$ cat src/rtl/mem_stage.sv
`default_nettype none
// ============================================================================
// Module   : mem_stage
// Purpose  : MEM pipeline stage. Registers EX results and extracts load data
//            from the SRAM read word, holding that word across MEM stalls.
// Revision : 1.0
// ============================================================================
module mem_stage #(
    parameter int EX_TO_MEM_WD = 80,
    parameter int MEM_TO_WB_WD = 70,
    parameter int STALL_BUS    = 6
) (
    input  logic                    clk,
    input  logic                    rst,
    input  logic [STALL_BUS-1:0]    stall,
    input  logic [EX_TO_MEM_WD-1:0] ex_to_mem_bus,
    input  logic [65:0]             ex_to_mem1,
    input  logic [31:0]             data_sram_rdata,
    output logic [MEM_TO_WB_WD-1:0] mem_to_wb_bus,
    output logic [65:0]             mem_to_wb1,
    output logic [37:0]             mem_to_id_bus,
    output logic [65:0]             mem_to_id_2
);

    logic [EX_TO_MEM_WD-1:0] ex_bus_q, ex_bus_d;
    logic [65:0]             hilo_q, hilo_d;
    logic                    fresh_q, fresh_d;
    logic [31:0]             rdata_hold_q, rdata_hold_d;

    logic [31:0] pc;
    logic        sel_rf_res;
    logic        rf_we;
    logic [4:0]  rf_waddr;
    logic [31:0] ex_result;
    logic [3:0]  ram_read;
    logic [1:0]  offset;
    logic [31:0] rdata_eff;
    logic [7:0]  load_byte;
    logic [15:0] load_half;
    logic [31:0] load_val;
    logic [31:0] rf_wdata;
    logic        unused_bits;

    always_comb begin
        ex_bus_d     = ex_bus_q;
        hilo_d       = hilo_q;
        fresh_d      = 1'b0;
        if (!stall[3]) begin
            ex_bus_d = ex_to_mem_bus;
            hilo_d   = ex_to_mem1;
            fresh_d  = 1'b1;
        end else if (!stall[4]) begin
            ex_bus_d = '0;
            hilo_d   = '0;
        end
        // The SRAM word is only valid in the first MEM cycle; keep it for stalls.
        rdata_hold_d = fresh_q ? data_sram_rdata : rdata_hold_q;
    end

    always_ff @(posedge clk) begin
        if (rst) begin
            ex_bus_q     <= '0;
            hilo_q       <= '0;
            fresh_q      <= 1'b0;
            rdata_hold_q <= '0;
        end else begin
            ex_bus_q     <= ex_bus_d;
            hilo_q       <= hilo_d;
            fresh_q      <= fresh_d;
            rdata_hold_q <= rdata_hold_d;
        end
    end

    assign pc         = ex_bus_q[79:48];
    assign sel_rf_res = ex_bus_q[42];
    assign rf_we      = ex_bus_q[41];
    assign rf_waddr   = ex_bus_q[40:36];
    assign ex_result  = ex_bus_q[35:4];
    assign ram_read   = ex_bus_q[3:0];
    assign offset     = ex_result[1:0];
    assign rdata_eff  = fresh_q ? data_sram_rdata : rdata_hold_q;

    always_comb begin
        load_byte = rdata_eff[7:0];
        load_half = '0;
        load_val  = '0;
        case (offset)
            2'd0:    load_byte = rdata_eff[7:0];
            2'd1:    load_byte = rdata_eff[15:8];
            2'd2:    load_byte = rdata_eff[23:16];
            default: load_byte = rdata_eff[31:24];
        endcase
        // Odd halfword offsets leave load_half at zero.
        case (offset)
            2'd0:    load_half = rdata_eff[15:0];
            2'd2:    load_half = rdata_eff[31:16];
            default: load_half = '0;
        endcase
        case (ram_read)
            4'b1111: load_val = rdata_eff;
            4'b0001: load_val = {{24{load_byte[7]}}, load_byte};
            4'b0010: load_val = {24'b0, load_byte};
            4'b0011: load_val = {{16{load_half[15]}}, load_half};
            4'b0100: load_val = {16'b0, load_half};
            default: load_val = '0;
        endcase
    end

    assign rf_wdata      = sel_rf_res ? load_val : ex_result;
    assign mem_to_wb_bus = {pc, rf_we, rf_waddr, rf_wdata};
    assign mem_to_id_bus = {rf_we, rf_waddr, rf_wdata};
    assign mem_to_wb1    = hilo_q;
    assign mem_to_id_2   = hilo_q;

    assign unused_bits = ^{stall[STALL_BUS-1:5], stall[2:0], ex_bus_q[47:43]};

endmodule
`default_nettype wire

$ cat config.mk
export PLATFORM = sky130hd
export DESIGN_NAME = mem_stage
export DESIGN_NICKNAME = d
export VERILOG_FILES = /design/src/rtl/mem_stage.sv
export SDC_FILE = /design/constraint.sdc
export NUM_CORES = 1
export LEC_CHECK = 0
export ABC_AREA = 1
export CORE_AREA = 10 10 155 157
export DETAILED_ROUTE_END_ITERATION = 7
export DIE_AREA = 0 0 165 167
export HOLD_SLACK_MARGIN = 0.06
export PLACE_DENSITY = 0.89
export SYNTH_ARGS = -nofsm -noshare
export SYNTH_HDL_FRONTEND = slang
export SYNTH_SLANG_ARGS = --single-unit
$ cat constraint.sdc
create_clock -name clk -period 1.7 [get_ports clk]
set_input_delay 0.255 -clock clk [delete_from_list [all_inputs] [get_ports clk]]
set_output_delay 0.255 -clock clk [all_outputs]
set_load 0.005 [all_outputs]
# Yosys cells after proc, flatten, opt, wreduce, memory -nomap -nowiden
# Index checks and enable logic that the tools add are counted.
[classes]
eq_ne = 8
mux = 10
n_reduce_logical = 1
[ops]
columns = ["op", "n"]
rows = [
  ["80-bit 2-to-1 mux", 2],
  ["32-bit one-hot mux with 5 select lines", 1],
  ["66-bit 2-to-1 mux", 2],
  ["32-bit 2-to-1 mux", 2],
  ["16-bit one-hot mux with 2 select lines", 1],
  ["8-bit one-hot mux with 3 select lines", 1],
  ["4-bit by 2-bit == test with 1-bit output, second input constant", 2],
  ["4-bit by 1-bit == test with 1-bit output, second input constant", 1],
  ["4-bit by 3-bit == test with 1-bit output, second input constant", 1],
  ["4-bit == test, second input constant", 1],
  ["2-bit by 1-bit == test with 1-bit output, second input constant", 1],
  ["2-bit == test, second input constant", 1],
  ["2-bit zero test", 1],
  ["2-bit != test, second input constant", 1],
  ["1-bit 2-to-1 mux", 1],
]
[word_totals]
reg_bits = 179
output_inout_bits = 240

# Logic depth before layout (Yosys ltp)
[logic_depth]
depth_word = 4
depth_mapped = 11
ltp_nobuf = 9

# Least setup slack after synthesis
# No wires, ideal clock.
[synth_timing]
path_type = "register -> output"
start = "reg fresh_q"
end = "out mem_to_wb_bus[5]"
t_arrival_ns = 1.377
path_slack_ns = 0.068
stages_incl_launch_ff = 10
path_cell_list = "dfxtp_1 buf_6 buf_4 o21ai_0 o21ai_1 o21ai_1 nand2_1 nand2_1 nand2_1 buf_4"
[synth_via]
elab_chain_cells = 4
[synth_rtl]
columns = ["element", "line", "rtl"]
rows = [
  ["start: declaration", "27", "logic fresh_q, fresh_d;"],
  ["start signal: assignment", "69", "fresh_q <= fresh_d;"],
  ["32-bit 2-to-1 mux *", "81", "assign rdata_eff = fresh_q ? data_sram_rdata : rdata_hold_q;"],
  ["8-bit one-hot mux with 3 select lines / 16-bit one-hot mux with 2 select lines (equally long branches)", "87, 94", ""],
  ["32-bit one-hot mux with 5 select lines *", "99", "case (ram_read)"],
  ["32-bit 2-to-1 mux *", "109", "assign rf_wdata = sel_rf_res ? load_val : ex_result;"],
  ["end: declaration", "19", "output logic [MEM_TO_WB_WD-1:0] mem_to_wb_bus,"],
]
# Mark *: on every way between the ends. The rest lies on a longest branch, timed or not.

# Final worst setup path
[layout_timing]
start = "reg fresh_q"
end = "out mem_to_wb_bus[13]"
# The elaborated chain is that of the path after synthesis.

==> flow_summary.toml <==
[min_path]
hold_path.class = "in2reg"

[timing]
rsz0062_at_grt = "yes"
worst_slack_ns = -0.646
period_share_pct = 138
tightestPinTransition_ns = 0.451
setup_tns_ns = -37.04
whs_ns = 0.300
max_slew_margin_pct = 69.9
setup_viol = 64
layout_min_cycle_time_ns = 2.35
fmax_mhz = 426
final_hold_viol_count = 0
finClkSkew_ns = 0.00844
final_max_slew_viol_count = 0

[run]
drv_cap = 0

[floorplan]
top_level_ports = 426
core-area_um2 = 20800
start_util_pct = 40.7
die_h_um = 167
rows = 53
die_w_um = 165
die_area_um2 = 27600

[worst_setup_path]
worst_ep_required_time_ns = 1.44
crit_type = "reg2out"
cp_data_arrival_time_ns = 2.09
endpoint_kind = "output pin"
critPathMaxFanout = 7
cp-start-kind = "flop"

[yosys]
syn-num-nets = 1392
synth_cell_types = 28
synth_area_leaders = "dfxtp_1, nand2_1, buf_4"
post_synth.cell_area_avg_um2 = 7.03
yosysTopAreaCell = "dfxtp_1"
synth.mux.area_fraction_pct = 0
syn_inst = 1206
syn_area_um2 = 8480
yosys.area_share.simple_pct = 27.8
synth_edf_count = 0
synth-seq-cells = 174
yosys-top-cells-count = "nand2_1, dfxtp_1, o21ai_0, buf_4, clkbuf_1"
synth_most_common_cell = "nand2_1"
synthXorXnorAreaFrac_pct = 0
synth_top_family_by_area = "simple AND/OR/NAND/NOR gates"
synthFlopType = "dfxtp_1"
synth-compound-area-share_pct = 12.7
synth_fa_ha_area_share_pct = 0
synth_warnings = 0
yosysTopAreaCellShare_pct = 41.1
ys_seq_area_share_pct = 41.1
async_reset_ff_share_pct = 0

[global_routing]
antenna_found_initial = 0
grt_max_degree = 92
grt_pass1_wl_um = 55400
grt_pass1_vias = 9415
overflow = 0
grt.total_usage_pct = 25.7

[cts]
clock_latency_ns = 0.42
cts_tree = "built"
clock_sinks = 174
cts_root_buf = "clkbuf_16"
htreeDepth = 4
path_clk_slew_ns = 0.07
cts_buffers = 17
clockBufferDepth = 2

[placed_design]
dp_slack_ns = -0.799
place.gp.congestion = 0.965
io_buffers = 416
hpwl_um = 27400
dpl_cell_area_um2 = 12300

[power]
powerDensity_nw_per_um2 = 781
max-vdd-ir-drop_v = 0.000642
power.leakage_nw = 5.84

[finish]
fin_nets = 1737
design_area_um2 = 13800
drive_gt1_share_pct = 24.4
area_growth_pct = 62.2
antenna_cells = 0
fin_util_pct = 66.1

[status]
outcome = "complete, but fails checks"
violations = "negative setup slack"

[drt]
drc = 0
dr.pass1.iters = 7
wl_per_cell_um = 20.4
ant_nets = 0
wl_um = 37600
post_drt_via_cell_ratio = 5.05
drtIter0Drc = 752
dr_total_vias = 9281
-- cell families after synthesis --
logic type             Yosys count
and+or+nand+nor                572
buffers and inverters          250
AOI/OAI and AO/OA              210
DFF                            174
-- cell usage in the layout, fill, tap and decap left out, drive strengths merged, types with 20 or more instances in the layout --
cell type / n
dfxtp: 174
inv: 44
nand2: 501
nor2: 36
clkbuf: 20
a21oi: 25
o21ai: 178
clkdlybuf4s50: 350
nand3: 27
buf: 176
-- layout make-up --
type | instances | area [µm²]
repair buffers | 534 | 5190
inverters | 39 | 161
multi-input cells | 785 | 3980
fillers | 1593 | 7060
well taps | 275 | 344
clock inverters | 14 | 175
flip-flops and latches | 174 | 3490
clock buffers | 18 | 429
-- flip-flops by register name, indices dropped and copies added, names as in the netlist --
register	flops
ex_bus_q	75
mem_to_id_2	66
rdata_hold_q	32
fresh_q	1
-- what timing repair did --
action                                  CTS  global route
pin swaps                                48            37
setup buffers                            28             7
gates cloned                              5             0
resized for setup                       410            61
hold endpoints to repair                  0             0
hold buffers                              0             0
endpoints found under the setup margin   64            65
-- routing by layer --
layer  up-vias  global-route usage, %  wire length, µm
li1       4359                      -                -
met1      4326                   26.7            13000
met2       485                   46.1            19800
met3       111                   7.35             3150
met4         0                   11.8             1620
met5         -                      0                0
-- report_power, final --
group	leakage [nW]	internal, mW	switching [mW]
Combinational	4.13	1.23	0.992
Sequential	1.43	4.29	0.148
Clock	0.283	2.23	1.86
Total	5.84	7.75	3.00
-- worst max-delay path: stages, from the launching register on --
cell     delay [ns]
dfxtp_4        0.40
buf_12         0.14
inv_8          0.05
nand2_2        0.08
nand2_4        0.07
nand2_4        0.07
nand4_4        0.12
buf_6          0.15
nand2_8        0.11
buf_6          0.11
nand3_2        0.06
nand2_2        0.08
nand2_2        0.09
buf_6          0.13
-- metrics by stage --
step / power, mW / std cells
after floorplan: 5.30 / 1206
after global placement: 6.45 / 1768
after detailed placement: 6.49 / 1768
after CTS: 10.7 / 1832
after global routing: 11.1 / 1839
final: 10.7 / 1839
-- final timing paths --
path / startpoint / endpoint / slack [ns] / depth (start not counted)
hold reg to reg: ex_bus_q[67] / ex_bus_q[67] / 0.47 / 2
hold / removal: rst / fresh_q / 0.30 / 3
setup reg to reg: fresh_q / rdata_hold_q[9] / 0.46 / 6
setup / recovery: fresh_q / mem_to_wb_bus[13] / -0.65 / 13
Note: power is estimated with default switching activity, not from simulation.
